==> src/rtl/vga_timing_pkg.sv <==
// vga_timing_pkg: default 640x480@60 timing constants and count width shared by scan and draw blocks
package vga_timing_pkg;
  localparam int CNT_W = 10;
  typedef logic [CNT_W-1:0] cnt_t;
  localparam int DEF_CLK_DIV = 4;
  localparam int DEF_H_DISP = 640;
  localparam int DEF_H_FP = 16;
  localparam int DEF_H_SYNC = 96;
  localparam int DEF_H_BP = 48;
  localparam int DEF_V_DISP = 480;
  localparam int DEF_V_FP = 10;
  localparam int DEF_V_SYNC = 2;
  localparam int DEF_V_BP = 33;
  localparam int DEF_H_TOTAL = DEF_H_DISP + DEF_H_FP + DEF_H_SYNC + DEF_H_BP;
  localparam int DEF_V_TOTAL = DEF_V_DISP + DEF_V_FP + DEF_V_SYNC + DEF_V_BP;
  function automatic logic in_win(input cnt_t x, input int lo, input int n);
    return int'(x) >= lo && int'(x) < lo + n;
  endfunction
endpackage

==> src/rtl/vga_scan_gen_clk_en_div.sv <==
// clk_en_div: one-clk enable pulse every CLK_DIV clocks; en_next flags the edge that raises en
module clk_en_div #(
  parameter int CLK_DIV = 4
) (
  input  logic clk,
  input  logic rst_n,
  output logic en,
  output logic en_next
);
  localparam int W = $clog2(CLK_DIV);
  logic [W-1:0] cnt;
  assign en_next = cnt == W'(CLK_DIV - 1);
  // wrap the divider and register the pulse for the clk after the last count
  always_ff @(posedge clk or negedge rst_n)
    if (!rst_n) begin
      cnt <= '0;
      en <= 1'b0;
    end else begin
      cnt <= en_next ? '0 : cnt + 1'b1;
      en <= en_next;
    end
endmodule

==> src/rtl/vga_scan_gen.sv <==
// vga_scan_gen: VGA raster counters, syncs, visible flag and frame pulse; VGA_SCAN_PIPE_EN delays hsync/vsync/valid by one pixel tick
module vga_scan_gen
  import vga_timing_pkg::*;
#(
  parameter int CLK_DIV = DEF_CLK_DIV,
  parameter int H_DISP = DEF_H_DISP,
  parameter int H_FP = DEF_H_FP,
  parameter int H_SYNC = DEF_H_SYNC,
  parameter int H_BP = DEF_H_BP,
  parameter int V_DISP = DEF_V_DISP,
  parameter int V_FP = DEF_V_FP,
  parameter int V_SYNC = DEF_V_SYNC,
  parameter int V_BP = DEF_V_BP
) (
  input  logic             clk,
  input  logic             rst_n,
  output logic             pclk_en,
  output logic [CNT_W-1:0] h_cnt,
  output logic [CNT_W-1:0] v_cnt,
  output logic             hsync,
  output logic             vsync,
  output logic             valid,
  output logic             frame_start
);
  localparam int H_TOTAL = H_DISP + H_FP + H_SYNC + H_BP;
  localparam int V_TOTAL = V_DISP + V_FP + V_SYNC + V_BP;
  logic tick;
  cnt_t h_nx, v_nx;
  logic hs_nx, vs_nx, vl_nx, h_wrap;
  logic hs_q, vs_q, vl_q;
  clk_en_div #(.CLK_DIV(CLK_DIV)) u_div (
    .clk(clk),
    .rst_n(rst_n),
    .en(pclk_en),
    .en_next(tick)
  );
  // next raster position and the sync/visible flags that describe it
  always_comb begin
    h_wrap = h_cnt == cnt_t'(H_TOTAL - 1);
    h_nx = h_wrap ? '0 : h_cnt + 1'b1;
    v_nx = !h_wrap ? v_cnt : v_cnt == cnt_t'(V_TOTAL - 1) ? '0 : v_cnt + 1'b1;
    hs_nx = !in_win(h_nx, H_DISP + H_FP, H_SYNC);
    vs_nx = !in_win(v_nx, V_DISP + V_FP, V_SYNC);
    vl_nx = int'(h_nx) < H_DISP && int'(v_nx) < V_DISP;
  end
  // reset parks the scan on the last position so the first tick lands on (0,0)
  always_ff @(posedge clk or negedge rst_n)
    if (!rst_n) begin
      h_cnt <= cnt_t'(H_TOTAL - 1);
      v_cnt <= cnt_t'(V_TOTAL - 1);
      hs_q <= 1'b1;
      vs_q <= 1'b1;
      vl_q <= 1'b0;
      frame_start <= 1'b0;
    end else begin
      frame_start <= tick && h_nx == '0 && v_nx == '0;
      if (tick) begin
        h_cnt <= h_nx;
        v_cnt <= v_nx;
        hs_q <= hs_nx;
        vs_q <= vs_nx;
        vl_q <= vl_nx;
      end
    end
`ifdef VGA_SCAN_PIPE_EN
  // one pixel-tick lag to line up with the block-RAM read of the pixel address
  always_ff @(posedge clk or negedge rst_n)
    if (!rst_n) begin
      hsync <= 1'b1;
      vsync <= 1'b1;
      valid <= 1'b0;
    end else if (tick) begin
      hsync <= hs_q;
      vsync <= vs_q;
      valid <= vl_q;
    end
`else
  assign hsync = hs_q;
  assign vsync = vs_q;
  assign valid = vl_q;
`endif
endmodule
==> config.mk <==
export PLATFORM = sky130hd
export DESIGN_NAME = vga_scan_gen
export DESIGN_NICKNAME = d
export VERILOG_FILES = /design/src/rtl/vga_timing_pkg.sv /design/src/rtl/vga_scan_gen_clk_en_div.sv /design/src/rtl/vga_scan_gen.sv
export SDC_FILE = /design/constraint.sdc
export NUM_CORES = 1
export LEC_CHECK = 0
export ABC_CLOCK_PERIOD_IN_PS = 3770
export CORE_MARGIN = 1.5
export CORE_UTILIZATION = 55
export DETAILED_ROUTE_END_ITERATION = 7
export GPL_TIMING_DRIVEN = 1
export PLACE_DENSITY_LB_ADDON = 0.3
export RECOVER_POWER = 25
export SLEW_MARGIN = 30
export SYNTH_ARGS = -nofsm -noshare
export SYNTH_HDL_FRONTEND = slang
export SYNTH_SLANG_ARGS = --single-unit
export TNS_END_PERCENT = 20
==> constraint.sdc <==
create_clock -name clk -period 3.77 [get_ports clk]
set_input_delay 0.5655 -clock clk [delete_from_list [all_inputs] [get_ports clk]]
set_output_delay 0.5655 -clock clk [all_outputs]
set_load 0.01 [all_outputs]
==> results.sh <==
export IMPL_cts_root_buf="sky130_fd_sc_hd__clkbuf_4"
export IMPL_clock_latency_ns=0.32
export IMPL_ant_nets=0
export IMPL_tritoncts="built"
export IMPL_p_per_area_nw_per_um2=212
export IMPL_crit_type="flip-flop to flip-flop"
export IMPL_biggest_fanout_along_the_worst_timing_path=8
export IMPL_core_utilization_of_the_finished_layout_pct=66.2
export IMPL_cts_path_max_buffers=2
export IMPL_grt_setup_unrepaired="no"
export IMPL_largest_net_degree_at_the_start_of_global_routing=25
export IMPL_peakVddDrop_mv=0.131
export IMPL_synth_cell_type_count=50
export IMPL_numClockSinks=27
export IMPL_port_buffers=26
export IMPL_syn_area_sq_um=1720
export IMPL_yosys_top_cells_count="sky130_fd_sc_hd__nand2_1, sky130_fd_sc_hd__dfrtp_1, sky130_fd_sc_hd__nand3_1"
export IMPL_synth_to_final_area_change_pct=15.6
export IMPL_setup_worst_path_end="frame_start"
export IMPL_ys_dominant_reg_cell="sky130_fd_sc_hd__dfrtp_1"
export IMPL_report_final_hold_viol_count=0
export IMPL_yosysWarnings=0
export IMPL_timing_final_crit_period_ns=2.88
export IMPL_cp_data_required_time_ns=3.98
export IMPL_regToRegSetupSlack_ns=0.89
export IMPL_least_margin_pin_slew_ns=1.24
export IMPL_dieHeight_um=58.9
export IMPL_timing_final_ws_setup_ns=0.892
export IMPL_min_delay_path_class="flip-flop to flip-flop"
export IMPL_floorplan_die_area_sq_um=3470
export IMPL_timing_critical_path_arrival_ns=3.09
export IMPL_synth_enable_flop_cells=0
export IMPL_synth_area_top_cells="sky130_fd_sc_hd__dfrtp_1, sky130_fd_sc_hd__dfstp_2, sky130_fd_sc_hd__xnor2_1, sky130_fd_sc_hd__nand2_1, sky130_fd_sc_hd__nand3_1"
export IMPL_fin_skew_ns=0.00438
export IMPL_critical_path_reg2reg_endpoint="frame_start"
export IMPL_core_area_sq_um=3000
export IMPL_maxcap_viol_count=0
export IMPL_final_max_slew_viol_count=0
export IMPL_insertedDiodeCount=0
export IMPL_drt_pass1_iter_count=5
export IMPL_layout_worst_path_cycle_share_pct=76.4
export IMPL_postSynthCellCount=190
export IMPL_global_placer_s_final_weighted_congestion=0.939
export IMPL_die_w_um=58.9
export IMPL_mappedNetlistNets=197
export IMPL_critPathCaptureType="flip-flop"
export IMPL_cts_buffers=3
export IMPL_timing_final_setup_violations=0
export IMPL_start_util_pct=57.3
export IMPL_fmax_ghz=0.347
export IMPL_postCtsResizedCells=0
export IMPL_rr_startpoint="h_cnt[0]"
export IMPL_rr_worst_depth=7
export IMPL_fillCellCount=254
export IMPL_avgRoutedWirePerCell_um=17.2
export IMPL_post_synth_top_count_cell="sky130_fd_sc_hd__nand2_1"
export IMPL_groute_usage_overall_pct=26.0
export IMPL_row_count=20
export IMPL_outcome="finished, final reports clean"
export IMPL_synth_yosys_seq_area_share_pct=40.2
export IMPL_ctsHtreeMaxLevel=1
export IMPL_synth_largest_area_cell="sky130_fd_sc_hd__dfrtp_1"
export IMPL_overflow=0
export IMPL_path_clk_slew_ns=0.14
export IMPL_cts_hold_repair_buffers=0
export IMPL_post_route_cells_drive_above_1_share_pct=11.1
export IMPL_routed_via_density=6.56
export IMPL_summed_negative_setup_slack_over_all_endpoints_ns=0
export IMPL_antenna_found_initial=0
export IMPL_post_cts_setup_buffer_count=0
export IMPL_route_detailed_drc=0
export IMPL_synth_top_cell_area_share_pct=21.8
export IMPL_finish_net_count=216
export IMPL_postSynthRegisterBits=27
export IMPL_p_leak_uw=0.000739
export IMPL_num_io_pins=27
export IMPL_setup_crit_start="h_cnt[0]"
export IMPL_grt_first_pass_wirelength_mm=6.98
export IMPL_whs_ns=0.449
export IMPL_detailed_place_hpwl_mm=3.01
export IMPL_routed_vias=1582
export IMPL_pre_cts_slack_ns=0.976
export IMPL_first_global_vias=1524
export IMPL_postRouteWirelength_mm=4.14
export IMPL_ys_async_rst_share_pct=100
export IMPL_drt_first_iter_violations=104
export IMPL_worst_setup_path_start_kind="flip-flop"
export IMPL_max_slew_margin_rel_pct=17.5
export IMPL_synth_area_per_cell_sq_um=9.05
-- state kept, by name (all words and copies together) (netlist names) --
name	count
frame_start	1
hsync	1
u_div.en	1
h_cnt	10
v_cnt	10
valid	1
u_div.cnt	2
vsync	1
-- cells in the final DEF, fill, tap and decap left out, types with 4 or more instances in the layout --
cell,count
sky130_fd_sc_hd__clkdlybuf4s50_1,25
sky130_fd_sc_hd__ha_1,5
sky130_fd_sc_hd__nor2_1,11
sky130_fd_sc_hd__nand2_1,22
sky130_fd_sc_hd__xnor2_1,10
sky130_fd_sc_hd__inv_1,5
sky130_fd_sc_hd__nand2b_1,4
sky130_fd_sc_hd__o21ai_0,11
sky130_fd_sc_hd__nor3_1,9
sky130_fd_sc_hd__dfrtp_1,15
sky130_fd_sc_hd__dfstp_2,12
sky130_fd_sc_hd__nand4_1,8
sky130_fd_sc_hd__and3_1,4
sky130_fd_sc_hd__nand3_1,13
-- logic make-up (layout without fill, tap and decap cells) --
group / count (synthesis) / in the layout / synth area share [%]
AOI/OAI and AO/OA: 36 / 36 / 14.4
xor gates and xnor gates: 13 / 13 / 6.62
adders and majority gates: 5 / 5 / 3.64
buffers and inverters: 18 / 36 / 4.66
DFF: 27 / 27 / 40.2
muxes: 3 / 3 / 1.89
and+or+nand+nor: 88 / 88 / 28.6
-- area by class of cell --
class | instances | area [sq um] | share of cell area [%]
multi-input combinational | 145 | 948 | 47.7
sequential | 27 | 691 | 34.8
timing repair buffer | 27 | 262 | 13.2
tap | 33 | 41.3 | 2.08
clock buffer | 4 | 26.3 | 1.32
inverter | 5 | 18.8 | 0.945
-- per-stage QoR --
stage | total power [uW] | instances | cell area [sq um]
2_1_floorplan | 295 | 190 | 1720
3_3_place_gp | 302 | 237 | 1970
3_5_place_dp | 302 | 237 | 1960
4_1_cts | 428 | 241 | 1990
5_1_grt | 436 | 241 | 1990
6_report | 421 | 241 | 1990
-- per-layer routing --
| metal | vias up | part of all wire [%] | GRT usage [%] |
|---|---|---|---|
| li1 | 738 | - | - |
| met1 | 757 | 42 | 33.4 |
| met2 | 72 | 51 | 44.0 |
| met3 | 15 | 4.6 | 2.64 |
| met4 | 0 | 2.5 | 12.3 |
| met5 | - | 0 | 0 |
-- worst max-delay path, stage by stage, from the launching register on --
cell and delay (ns):
sky130_fd_sc_hd__dfstp_2 0.61, sky130_fd_sc_hd__ha_1 0.32, sky130_fd_sc_hd__and4_1 0.33, sky130_fd_sc_hd__nand3_1 0.26, sky130_fd_sc_hd__o31a_1 0.36, sky130_fd_sc_hd__o21ai_0 0.30, sky130_fd_sc_hd__o311ai_1 0.20, sky130_fd_sc_hd__nor4_1 0.39
-- worst min path at each step --
stage                 start      endpoint  slack (ns)  depth (start not counted)
2_1_floorplan         rst_n   frame_start        0.27                          0
3_3_place_gp   u_div.cnt[0]  u_div.cnt[0]        0.41                          1
3_5_place_dp   u_div.cnt[0]  u_div.cnt[0]        0.43                          1
4_1_cts               rst_n      v_cnt[0]        0.21                          1
5_1_grt        u_div.cnt[0]  u_div.cnt[0]        0.47                          1
6_report       u_div.cnt[0]  u_div.cnt[0]        0.45                          1
-- report_power, final --
part / leakage [uW] / internal (uW) / total, uW / switching [uW]
clock: 0.0000150 / 41.4 / 124 / 82.5
combinational: 0.000399 / 0.870 / 6.33 / 5.46
sequential: 0.000325 / 290 / 290 / 0
Power figures use the tool's default switching activity.
